`config.mk`:
```
export PLATFORM = sky130hd
export DESIGN_NAME = float_div_ieee_e8_m23_iter
export DESIGN_NICKNAME = d
export VERILOG_FILES = /design/src/rtl/float_div_ieee_e8_m23_iter_pkg.sv /design/src/rtl/float_div_round_pack.sv /design/src/rtl/float_div_ieee_e8_m23_iter.sv
export SDC_FILE = /design/constraint.sdc
export NUM_CORES = 1
export LEC_CHECK = 0
export CAP_MARGIN = 25
export CORE_ASPECT_RATIO = 0.75
export CORE_MARGIN = 4
export CORE_UTILIZATION = 45
export CTS_BUF_LIST = sky130_fd_sc_hd__clkbuf_16
export CTS_CLUSTER_SIZE = 28
export DETAILED_ROUTE_END_ITERATION = 12
export PLACE_DENSITY = 0.73
export SLEW_MARGIN = 0
export SYNTH_ARGS = -nofsm -noshare
export SYNTH_HDL_FRONTEND = slang
export SYNTH_SLANG_ARGS = --single-unit
```
`constraint.sdc`:
```
create_clock -name aclk -period 7 [get_ports aclk]
set_input_delay 0.7 -clock aclk [delete_from_list [all_inputs] [get_ports aclk]]
set_output_delay 0.7 -clock aclk [all_outputs]
set_load 0.05 [all_outputs]
```
`src/rtl/float_div_ieee_e8_m23_iter_pkg.sv`:
```
// Shared constants and types for the iterative single-precision divider.
package float_div_ieee_e8_m23_iter_pkg;

    // Rounding-mode encodings (5-7 fall back to round-to-nearest-even)
    localparam logic [2:0] RM_RNE = 3'd0;
    localparam logic [2:0] RM_RTZ = 3'd1;
    localparam logic [2:0] RM_RDN = 3'd2;
    localparam logic [2:0] RM_RUP = 3'd3;
    localparam logic [2:0] RM_RMM = 3'd4;

    // Bit positions inside the 5-bit flags word {NV, DZ, OF, UF, NX}
    localparam int FLAG_NV = 4;
    localparam int FLAG_DZ = 3;
    localparam int FLAG_OF = 2;
    localparam int FLAG_UF = 1;
    localparam int FLAG_NX = 0;

    // Packed encodings of the special results
    localparam logic [31:0] QNAN       = 32'h7FC0_0000;
    localparam logic [31:0] POS_INF    = 32'h7F80_0000;
    localparam logic [31:0] MAX_FINITE = 32'h7F7F_FFFF;

    localparam int EXP_BIAS = 127;

    typedef enum logic [1:0] {
        ST_IDLE,
        ST_DIV,
        ST_RND,
        ST_DONE
    } state_t;

    // Apply a sign to an unsigned magnitude encoding
    function automatic logic [31:0] with_sign(input logic s, input logic [31:0] mag);
        return {s, mag[30:0]};
    endfunction

endpackage

```
`src/rtl/float_div_round_pack.sv`:
```
// Normalize the raw restoring quotient, round it, and pack the IEEE result.
module float_div_round_pack
    import float_div_ieee_e8_m23_iter_pkg::*;
(
    input  logic               sign,
    input  logic signed [9:0]  exp_in,
    input  logic [25:0]        q,
    input  logic               rem_nz,
    input  logic [2:0]         rm,
    output logic [31:0]        x,
    output logic [4:0]         flags
);

    logic [23:0]        sig;
    logic               guard;
    logic               sticky;
    logic signed [9:0]  e_norm;
    logic               inc;
    logic [24:0]        sig_rnd;
    logic signed [9:0]  e_rnd;
    logic [23:0]        sig_fin;
    logic               inexact;
    logic               keep_max;

    // Normalize, pick the rounding increment, then classify over/underflow
    always_comb begin
        sig      = '0;
        guard    = 1'b0;
        sticky   = 1'b0;
        e_norm   = exp_in;
        inc      = 1'b0;
        keep_max = 1'b0;
        x        = '0;
        flags    = '0;

        // Quotient lies in [2^24, 2^26): the top bit tells which window holds the significand
        if (q[25]) begin
            sig    = q[25:2];
            guard  = q[1];
            sticky = q[0] | rem_nz;
            e_norm = exp_in;
        end else begin
            sig    = q[24:1];
            guard  = q[0];
            sticky = rem_nz;
            e_norm = exp_in - 10'sd1;
        end

        inexact = guard | sticky;

        case (rm)
            RM_RTZ: begin
                inc      = 1'b0;
                keep_max = 1'b1;
            end
            RM_RDN: begin
                inc      = inexact & sign;
                keep_max = ~sign;
            end
            RM_RUP: begin
                inc      = inexact & ~sign;
                keep_max = sign;
            end
            RM_RMM: inc = guard;
            default: inc = guard & (sticky | sig[0]);
        endcase

        sig_rnd = {1'b0, sig} + {24'd0, inc};
        // A carry out of the significand bumps the exponent and leaves 1.000...
        e_rnd   = e_norm + $signed({9'd0, sig_rnd[24]});
        sig_fin = sig_rnd[24] ? 24'h80_0000 : sig_rnd[23:0];

        if (e_norm <= 10'sd0) begin
            // Flush-to-zero: no subnormal outputs are produced
            x              = {sign, 31'd0};
            flags[FLAG_UF] = 1'b1;
            flags[FLAG_NX] = 1'b1;
        end else if (e_rnd >= 10'sd255) begin
            x              = keep_max ? with_sign(sign, MAX_FINITE) : with_sign(sign, POS_INF);
            flags[FLAG_OF] = 1'b1;
            flags[FLAG_NX] = 1'b1;
        end else begin
            x              = {sign, e_rnd[7:0], sig_fin[22:0]};
            flags[FLAG_NX] = inexact;
        end
    end

endmodule

```
`src/rtl/float_div_ieee_e8_m23_iter.sv`:
```
// Iterative IEEE-754 single-precision divider: one restoring quotient bit per cycle.
module float_div_ieee_e8_m23_iter
    import float_div_ieee_e8_m23_iter_pkg::*;
#(
    parameter int EXP_W = 8,
    parameter int MAN_W = 23,
    parameter int QBITS = 26
) (
    input  logic             aclk,
    input  logic             arst_n,
    input  logic             astall,
    input  logic             in_valid,
    output logic             in_ready,
    input  logic             a_sign,
    input  logic [EXP_W-1:0] a_exp,
    input  logic [MAN_W-1:0] a_man,
    input  logic             b_sign,
    input  logic [EXP_W-1:0] b_exp,
    input  logic [MAN_W-1:0] b_man,
    input  logic [2:0]       rm,
    output logic             out_valid,
    input  logic             out_ready,
    output logic [31:0]      x,
    output logic [4:0]       flags
);

    localparam int CNT_W = $clog2(QBITS);

    state_t             state_reg;
    logic [CNT_W-1:0]   cnt_reg;
    logic [24:0]        rem_reg;
    logic [23:0]        div_reg;
    logic [25:0]        q_reg;
    logic signed [9:0]  exp_reg;
    logic               sign_reg;
    logic [2:0]         rm_reg;
    logic [31:0]        x_reg;
    logic [4:0]         flags_reg;
    logic               out_valid_reg;
    logic               in_ready_reg;

    // Per-operand classification; index 0 is the dividend, 1 the divisor
    logic [EXP_W-1:0]   op_exp [2];
    logic [MAN_W-1:0]   op_man [2];
    logic [1:0]         op_zero;
    logic [1:0]         op_inf;
    logic [1:0]         op_nan;

    assign op_exp[0] = a_exp;
    assign op_exp[1] = b_exp;
    assign op_man[0] = a_man;
    assign op_man[1] = b_man;

    genvar gi;
    generate
        for (gi = 0; gi < 2; gi++) begin : g_class
            // Subnormals (exponent 0) are treated as zero
            assign op_zero[gi] = (op_exp[gi] == '0);
            assign op_inf[gi]  = (op_exp[gi] == '1) && (op_man[gi] == '0);
            assign op_nan[gi]  = (op_exp[gi] == '1) && (op_man[gi] != '0);
        end
    endgenerate

    logic               sign_in;
    logic [9:0]         exp_in;
    logic               spec_hit;
    logic [31:0]        spec_x;
    logic [4:0]         spec_flags;

    assign sign_in = a_sign ^ b_sign;
    assign exp_in  = {2'b00, a_exp} - {2'b00, b_exp} + 10'(EXP_BIAS);

    // Special-operand decode, resolved at accept time
    always_comb begin
        spec_hit   = 1'b1;
        spec_x     = '0;
        spec_flags = '0;
        if ((|op_nan) || (&op_zero) || (&op_inf)) begin
            spec_x              = QNAN;
            spec_flags[FLAG_NV] = 1'b1;
        end else if (op_inf[0]) begin
            spec_x = with_sign(sign_in, POS_INF);
        end else if (op_zero[1]) begin
            spec_x              = with_sign(sign_in, POS_INF);
            spec_flags[FLAG_DZ] = 1'b1;
        end else if (op_zero[0] || op_inf[1]) begin
            spec_x = {sign_in, 31'd0};
        end else begin
            spec_hit = 1'b0;
        end
    end

    logic [25:0]        trial;
    logic               q_bit;
    logic [24:0]        rem_kept;
    logic [24:0]        rem_next;
    logic [25:0]        q_next;

    // One restoring step: subtract when it does not go negative, then shift
    always_comb begin
        trial    = {1'b0, rem_reg} - {2'b00, div_reg};
        q_bit    = ~trial[25];
        rem_kept = q_bit ? trial[24:0] : rem_reg;
        // The kept remainder is always below the divisor, so bit 24 is free for the shift
        rem_next = {rem_kept[23:0], 1'b0};
        q_next   = {q_reg[24:0], q_bit};
    end

    logic [31:0]        rnd_x;
    logic [4:0]         rnd_flags;

    float_div_round_pack u_round_pack (
        .sign   (sign_reg),
        .exp_in (exp_reg),
        .q      (q_reg),
        .rem_nz (|rem_reg),
        .rm     (rm_reg),
        .x      (rnd_x),
        .flags  (rnd_flags)
    );

    // Control FSM and iteration datapath; everything freezes while astall is high
    always_ff @(posedge aclk or negedge arst_n) begin
        if (!arst_n) begin
            state_reg     <= ST_IDLE;
            cnt_reg       <= '0;
            rem_reg       <= '0;
            div_reg       <= '0;
            q_reg         <= '0;
            exp_reg       <= '0;
            sign_reg      <= 1'b0;
            rm_reg        <= '0;
            x_reg         <= '0;
            flags_reg     <= '0;
            out_valid_reg <= 1'b0;
            in_ready_reg  <= 1'b1;
        end else if (!astall) begin
            case (state_reg)
                ST_IDLE: begin
                    if (in_valid) begin
                        sign_reg     <= sign_in;
                        rm_reg       <= rm;
                        exp_reg      <= $signed(exp_in);
                        rem_reg      <= {2'b01, a_man};
                        div_reg      <= {1'b1, b_man};
                        q_reg        <= '0;
                        cnt_reg      <= '0;
                        in_ready_reg <= 1'b0;
                        if (spec_hit) begin
                            x_reg         <= spec_x;
                            flags_reg     <= spec_flags;
                            out_valid_reg <= 1'b1;
                            state_reg     <= ST_DONE;
                        end else begin
                            state_reg <= ST_DIV;
                        end
                    end
                end
                ST_DIV: begin
                    rem_reg <= rem_next;
                    q_reg   <= q_next;
                    if (cnt_reg == CNT_W'(QBITS - 1)) begin
                        state_reg <= ST_RND;
                    end else begin
                        cnt_reg <= cnt_reg + 1'b1;
                    end
                end
                ST_RND: begin
                    x_reg         <= rnd_x;
                    flags_reg     <= rnd_flags;
                    out_valid_reg <= 1'b1;
                    state_reg     <= ST_DONE;
                end
                ST_DONE: begin
                    if (out_ready) begin
                        out_valid_reg <= 1'b0;
                        in_ready_reg  <= 1'b1;
                        state_reg     <= ST_IDLE;
                    end
                end
                default: begin
                    state_reg     <= ST_IDLE;
                    out_valid_reg <= 1'b0;
                    in_ready_reg  <= 1'b1;
                end
            endcase
        end
    end

    assign in_ready  = in_ready_reg & ~astall;
    assign out_valid = out_valid_reg;
    assign x         = x_reg;
    assign flags     = flags_reg;

endmodule

```
Word-level counts from Yosys, hierarchy flattened
Cells that the tools add are included.
{"block": "word_totals", "mem_bits_rw": 0, "romBits": 0, "elab_cells": 129, "in_bits": 72, "latchBits": 0, "out_inout_bits": 39, "reg_bits": 135, "memories": 0}
{"block": "classes", "bitwise_logic": 11, "eq_ne": 15, "mul": 0, "magnitude_cmp": 2, "shifts": 0, "n_reduce_logical": 29, "n_div": 0, "n_addsub": 7, "n_mux": 53}
{"op": "$mux W32", "n": 6}
{"op": "$mux W24", "n": 3}
{"op": "$pmux W32 S2", "n": 1}
{"op": "$mux W31", "n": 2}
{"op": "$pmux W26 S2", "n": 1}
{"op": "$pmux W25 S2", "n": 1}
{"op": "$logic_not A23 Y1", "n": 2}
{"op": "$reduce_bool A23 Y1", "n": 2}
{"op": "$mux W26", "n": 1}
{"op": "$sub A25 B24 Y26", "n": 1}
{"op": "$add A24 B1 Y25", "n": 1}
{"op": "$mux W25", "n": 1}
{"op": "$reduce_or A25 Y1", "n": 1}
{"op": "$mux W23", "n": 1}
{"op": "$mux W1", "n": 20}
{"op": "$mux W5", "n": 4}
{"op": "$pmux W5 S2", "n": 2}
{"op": "$eq A8 B8 Y1 const B", "n": 2}
{"op": "$logic_not A8 Y1", "n": 2}
{"op": "$reduce_and A4 Y1", "n": 4}
{"op": "$add A10 B2 Y10", "n": 1}
{"op": "$add A9 B8 Y10 const B", "n": 1}
{"op": "$ge A10 B9 Y1 const B", "n": 1}
{"op": "$le A10 B1 Y1 const B", "n": 1}
{"op": "29 further kinds", "n": 55}

Depth between registers and ports, before layout
{"block": "depth", "depth_word": 12, "depth_mapped": 28}

By module
Synthesis repeated with hierarchy kept, for this count alone.
{"block": "hier_totals", "cells_unflattened": 1156, "area_unflattened_um2": 10020.9}
{"module": "float_div_ieee_e8_m23_iter", "area_each_um2": 7890.1, "seq_area_each_um2": 3379.5, "instances": 1, "cells_per_inst": 847}
{"module": "float_div_round_pack", "area_each_um2": 2130.8, "seq_area_each_um2": 0.0, "instances": 1, "cells_per_inst": 309}

Worst setup path after synthesis
No wires, ideal clock.
{"block": "synth_path", "path_type": "register to register", "from": "reg q_reg[25]", "to": "reg flags_reg[0] (netlist: flags[0])", "n_path_buf": 4, "slack_ps": 1863, "stages_incl_launch_ff": 26, "setup_time_ps": 122, "arrival_ps": 5015, "period_less_slack_ps": 5137, "cell_sequence": "dfrtp_1 buf_4 buf_6 buf_2 a211oi_1 nand4_1 o41ai_1 a21oi_1 a31oi_1 a21oi_1 ha_1 ha_1 and3_1 nand4_1 nor4_2 and4_1 nand2_1 nor2_1 buf_4 ha_1 a2111oi_0 and4b_1 o311ai_2 a21oi_2 or3_1 a32o_1"}
{"block": "synth_via", "elab_chain_cells": 10, "elab_cells_between_ends": 17, "classes_between": "add/sub (2); order compare (2); mux (8); bitwise (5)"}
{"item": "start: declaration", "line": "float_div_ieee_e8_m23_iter.sv:33", "text": "logic [25:0] q_reg;"}
{"item": "start signal: assignment", "line": "float_div_ieee_e8_m23_iter.sv:161", "text": "q_reg <= q_next;"}
{"item": "$mux W1 or $mux W24 (tied branches)", "line": "float_div_round_pack.sv:37", "text": "if (q[25]) begin"}
{"item": "$or A1 B1 Y1 (on tied branches)", "line": "float_div_round_pack.sv:65, float_div_round_pack.sv:49"}
{"item": "$and A1 B1 Y1 (on tied branches)", "line": "float_div_round_pack.sv:65, float_div_round_pack.sv:57, float_div_round_pack.sv:61"}
{"item": "$pmux W1 S4", "line": "float_div_round_pack.sv:51", "text": "case (rm)"}
{"item": "$add A24 B1 Y25", "line": "float_div_round_pack.sv:68", "text": "sig_rnd = {1'b0, sig} + {24'd0, inc};"}
{"item": "$add A10 B2 Y10", "line": "float_div_round_pack.sv:70", "text": "e_rnd = e_norm + $signed({9'd0, sig_rnd[24]});"}
{"item": "$ge A10 B9 Y1", "line": "float_div_round_pack.sv:78", "text": "end else if (e_rnd >= 10'sd255) begin"}
{"item": "$mux W1", "line": "float_div_round_pack.sv:78"}
{"item": "$mux W1 (*)", "line": "float_div_round_pack.sv:73", "text": "if (e_norm <= 10'sd0) begin"}
{"item": "$pmux W5 S2 (*)", "line": "float_div_ieee_e8_m23_iter.sv:138", "text": "case (state_reg)"}
{"item": "end signal: assignment", "line": "float_div_ieee_e8_m23_iter.sv:151", "text": "flags_reg <= spec_flags;"}
{"item": "end signal: assignment", "line": "float_div_ieee_e8_m23_iter.sv:170", "text": "flags_reg <= rnd_flags;"}
{"item": "end: declaration", "line": "float_div_ieee_e8_m23_iter.sv:38", "text": "logic [4:0] flags_reg;"}
Mark *: on every way between the ends. The rest lies on a longest branch, timed or not.
A chain may end at the register's enable or synchronous reset.

Worst setup path in the final report
{"block": "layout_path", "from": "reg rem_reg[4]", "to": "reg x_reg[11] (netlist: x[11])"}
{"block": "layout_via", "elab_chain_cells": 12, "elab_cells_between_ends": 16, "classes_between": "add/sub (2); order compare (1); mux (6); bitwise (6); reduce/logical (1)"}
{"item": "start: declaration", "line": "float_div_ieee_e8_m23_iter.sv:31", "text": "logic [24:0] rem_reg;"}
{"item": "start signal: assignment", "line": "float_div_ieee_e8_m23_iter.sv:144", "text": "rem_reg <= {2'b01, a_man};"}
{"item": "start signal: assignment", "line": "float_div_ieee_e8_m23_iter.sv:160", "text": "rem_reg <= rem_next;"}
{"item": "$reduce_or A25 Y1 (*)", "line": "float_div_ieee_e8_m23_iter.sv:116", "text": ".rem_nz (|rem_reg),"}
{"item": "$or A1 B1 Y1", "line": "float_div_round_pack.sv:40", "text": "sticky = q[0] | rem_nz;"}
{"item": "$mux W1 (*)", "line": "float_div_round_pack.sv:37"}
{"item": "$or A1 B1 Y1 (on tied branches)", "line": "float_div_round_pack.sv:65, float_div_round_pack.sv:49"}
{"item": "$and A1 B1 Y1 (on tied branches)", "line": "float_div_round_pack.sv:65, float_div_round_pack.sv:57, float_div_round_pack.sv:61"}
{"item": "$pmux W1 S4 (*)", "line": "float_div_round_pack.sv:51"}
{"item": "$add A24 B1 Y25 (*)", "line": "float_div_round_pack.sv:68"}
{"item": "$add A10 B2 Y10", "line": "float_div_round_pack.sv:70"}
{"item": "$ge A10 B9 Y1", "line": "float_div_round_pack.sv:78"}
{"item": "$mux W31 (*)", "line": "float_div_round_pack.sv:78"}
{"item": "$mux W31 (*)", "line": "float_div_round_pack.sv:73"}
{"item": "$pmux W32 S2 (*)", "line": "float_div_ieee_e8_m23_iter.sv:138"}
{"item": "end signal: assignment", "line": "float_div_ieee_e8_m23_iter.sv:150", "text": "x_reg <= spec_x;"}
{"item": "end signal: assignment", "line": "float_div_ieee_e8_m23_iter.sv:169", "text": "x_reg <= rnd_x;"}
{"item": "end: declaration", "line": "float_div_ieee_e8_m23_iter.sv:37", "text": "logic [31:0] x_reg;"}
Marked as above.

==> impl_metrics.yaml <==
yosys:
  synth.avg_cell_area_um2: 8.36
  syn-cell-area_um2: 9460
  postSynth.asyncResetShare_pct: 100
  synth.largest_area_cell: "sky130_fd_sc_hd__dfrtp_1"
  mappedNetlistNets: 1250
  synth_seq_cells: 135
  synth_edf_count: 0
  yosysWarningCount: 0
  synth_top_cell_area_share_pct: 35.4
  yosys.cell_count.top_type: "sky130_fd_sc_hd__nand2_1"
  synth_top_flop_cell: "sky130_fd_sc_hd__dfrtp_1"
  synthDistinctLibCells: 78
  synth_top_cells_by_area: "sky130_fd_sc_hd__dfrtp_1, sky130_fd_sc_hd__nand2_1, sky130_fd_sc_hd__ha_1, sky130_fd_sc_hd__o21ai_0, sky130_fd_sc_hd__xnor2_1"
  seq_area_frac_synth_pct: 35.7
  synth_cells: 1132
  post_synth_most_frequent_cells: "sky130_fd_sc_hd__nand2_1, sky130_fd_sc_hd__dfrtp_1, sky130_fd_sc_hd__o21ai_0"
setup_path:
  worstPathCellList: "nor4_1 > nand3_1 > o41ai_1 > a21oi_1 > a31oi_1 > a21oi_1 > ha_1 > ha_1 > and3_1 > nand4_1 > nor4_2 > and4_1 > nand2_1 > nor2_1 > buf_4 > ha_1 > a2111oi_0 > and4b_1 > o311ai_2 > a21o_1 > o21a_4 > a22o_1"
  worst_r2r_startpoint: "rem_reg[4]$_DFFE_PN0P_"
  worst-r2r-cell-count: 22
  criticalPathCategory: "reg2reg"
  required_ns: 7.36
  worst_setup_path_end_kind: "flip-flop"
  worstReg2RegEnd: "x[11]$_DFFE_PN0P_"
  timing.critical_path.depth: 22
  critical-path-top-cell-by-count: "sky130_fd_sc_hd__ha_1"
  setup.worst_path.start: "rem_reg[4]$_DFFE_PN0P_"
  regToRegSetupSlack_ns: 0.99
  critical-path-top-delay-family: "compound AO/OA/AOI/OAI gates"
  critical_path.n_buffers_inverters: 1
  worst_ep_arrival_time_ns: 6.37
  destination_of_the_critical_timing_path: "x[11]$_DFFE_PN0P_"
  slowest_delay_ns: 0.67
  critical-path-slowest-cell: "sky130_fd_sc_hd__a21o_1"
  crit_path_start_kind: "flip-flop"
  critPathMaxFanout: 27
route:
  viasPerCell: 5.79
  first_pass_iters: 6
  drt-total-wl_um: 26700
  via_count: 8707
  routed_wire_length_per_instance_um: 17.7
  drt_iter0_drc: 1045
  drt.antenna.violating_nets: 0
  drt_drc_violations_left: 0
grt:
  pin_count_of_the_biggest_net_entering_global_routing: 87
  grt_pass1_wl_um: 42700
  first_global_vias: 7586
  overflow_left_after_global_routing: 0
  antenna_found_initial: 0
  globalRouteTotalUtil_pct: 22.6
final_layout:
  final_nets: 1327
  area_growth_pct: 19.5
  post_route_cells_drive_above_1_share_pct: 6.46
  diodes: 0
  largest_register_ff_count: 32
  utilization_pct: 55.3
  fin_cells: 1504
clocking:
  cts.reportedPaths.clkPinSlew_ns: 0.07
  clkLatencyLatePin_ns: 0.43
  cts_root_buffer: "sky130_fd_sc_hd__clkbuf_16"
  cts-resized-gates: 0
  cts_hold_buf: 0
  tritoncts: "done"
  buffer_depth_of_the_longest_clock_path: 2
  clock-sinks: 135
  number_of_post_cts_setup_repair_buffers: 0
  count_of_h_tree_levels_built_during_cts: 4
  number_of_clock_buffers_inserted_by_tritoncts: 17
timing:
  grt_setup_unrepaired: "no"
  timing.final.ws_setup_ns: 0.992
  maxSlewViolCount: 0
  hold_violations: 0
  fin_tns_setup_ns: 0
  slew_headroom_pct: 26.9
  timing.final.crit_period_ns: 6.01
  tightest_slew_ns: 1.07
  max_clock_freq_mhz: 166
  timing.final.crit_share_pct: 85.8
  finalClockSkew_ns: 0.0134
  final-setup-viol-count: 0
  fin_hold_ws_ns: 0.322
floorplan:
  die_height_um: 134
  design.portCount: 111
  initial_utilization_pct: 46.3
  floorplan.die_area_um2: 23400
  horizontal_extent_of_the_die_um: 175
  rows: 45
  floorplan.core_area_um2: 20400
placement:
  finalWeightedCongestion: 0.938
  dp_hpwl_um: 19600
  port-buffer-count: 110
  dp_cells: 1471
  dp_worst_setup_slack_ns: 1.07
flow_run:
  max_cap_viol_count: 0
pwr:
  power_density_nw_per_um2: 468
  irDropWorstVdd_uv: 206
  cellLeakagePower_nw: 4.89
hold_path:
  timing.hold.worst.class: "in2async"
run_status:
  outcome: "completed"
-- worst min-delay path by stage --
stage                                 start                       to  slack, ns  cells past startpoint
finish                               arst_n  div_reg[10]$_DFFE_PN0P_       0.32                      1
global route                         arst_n  div_reg[11]$_DFFE_PN0P_       0.39                      1
CTS                                  arst_n  div_reg[10]$_DFFE_PN0P_       0.37                      1
detailed placement  div_reg[23]$_DFFE_PN0P_  div_reg[23]$_DFFE_PN0P_       0.44                      2
global placement    div_reg[23]$_DFFE_PN0P_  div_reg[23]$_DFFE_PN0P_       0.44                      2
floorplan                            arst_n   cnt_reg[0]$_DFFE_PN0P_       0.40                      0
-- per-stage QoR --
step | power [mW] | cell area, um2
final | 5.29 | 11300
after global routing | 5.66 | 11300
after floorplan | 3.53 | 9460
after CTS | 5.25 | 11300
after detailed placement | 4.31 | 10700
after global placement | 4.27 | 10700
-- logic make-up (layout without fill, tap and decap cells) --
logic type,after synthesis,in the layout,share of synthesized area (%)
AO/OA/AOI/OAI,310,310,21.5
XOR/XNOR,62,62,5.82
adder cells (fa/ha/maj),46,46,6.24
buffers and inverters,130,220,5.81
flip-flops,135,135,35.7
multiplexers,38,38,4.15
AND/OR/NAND/NOR,411,411,20.8
-- worst reg2reg max path, stage by stage (launching register included) --
cell                        delay, ns
sky130_fd_sc_hd__dfrtp_1         0.41
sky130_fd_sc_hd__nor4_1          0.49
sky130_fd_sc_hd__nand3_1         0.26
sky130_fd_sc_hd__o41ai_1         0.40
sky130_fd_sc_hd__a21oi_1         0.11
sky130_fd_sc_hd__a31oi_1         0.15
sky130_fd_sc_hd__a21oi_1         0.06
sky130_fd_sc_hd__ha_1            0.25
sky130_fd_sc_hd__ha_1            0.24
sky130_fd_sc_hd__and3_1          0.16
sky130_fd_sc_hd__nand4_1         0.17
sky130_fd_sc_hd__nor4_2          0.10
sky130_fd_sc_hd__and4_1          0.23
sky130_fd_sc_hd__nand2_1         0.11
sky130_fd_sc_hd__nor2_1          0.05
sky130_fd_sc_hd__buf_4           0.17
sky130_fd_sc_hd__ha_1            0.27
sky130_fd_sc_hd__a2111oi_0       0.50
sky130_fd_sc_hd__and4b_1         0.27
sky130_fd_sc_hd__o311ai_2        0.30
sky130_fd_sc_hd__a21o_1          0.67
sky130_fd_sc_hd__o21a_4          0.40
sky130_fd_sc_hd__a22o_1          0.17
-- cell usage in the layout (no fill, tap or decap), types with 9 or more instances in the layout --
cell type,Yosys,routed
sky130_fd_sc_hd__nand2_1,184,184
sky130_fd_sc_hd__dfrtp_1,134,133
sky130_fd_sc_hd__clkdlybuf4s50_1,0,109
sky130_fd_sc_hd__o21ai_0,98,98
sky130_fd_sc_hd__inv_1,67,69
sky130_fd_sc_hd__nor2_1,67,65
sky130_fd_sc_hd__a21oi_1,51,51
sky130_fd_sc_hd__ha_1,44,44
sky130_fd_sc_hd__xnor2_1,40,40
sky130_fd_sc_hd__nand3_1,38,38
sky130_fd_sc_hd__mux2i_1,28,28
sky130_fd_sc_hd__a22o_1,27,27
sky130_fd_sc_hd__xor2_1,21,21
sky130_fd_sc_hd__a22oi_1,21,21
sky130_fd_sc_hd__nor3_1,20,20
sky130_fd_sc_hd__nor4_1,18,18
sky130_fd_sc_hd__clkbuf_16,0,17
sky130_fd_sc_hd__nand4_1,15,15
sky130_fd_sc_hd__o22ai_1,12,12
sky130_fd_sc_hd__o21ai_1,11,11
sky130_fd_sc_hd__o31ai_1,10,10
sky130_fd_sc_hd__or3_1,10,10
sky130_fd_sc_hd__mux2_2,9,9
sky130_fd_sc_hd__buf_4,5,9
-- area by class of cell --
type	instances	area, um2
multi-input combinational	867	5540
tap	282	353
inverter	68	255
sequential	135	3380
clock inverter	15	170
fill	1878	9140
clock buffer	17	425
timing repair buffer	120	1170
-- per-layer routing --
metal | track usage, % | up-vias | share of wire (%)
li1 | - | 4223 | -
met1 | 37.9 | 4088 | 52
met2 | 27.9 | 370 | 37
met3 | 6.10 | 26 | 9.2
met4 | 4.46 | 0 | 1.1
met5 | 0 | - | 0
-- report_power, final --
part           total, mW  switching (mW)  internal, mW
sequential          1.35           0.276          1.07
clock              0.914           0.380         0.534
combinational       3.03            1.83          1.20
total               5.29            2.49          2.80
Power figures use the tool's default switching activity.
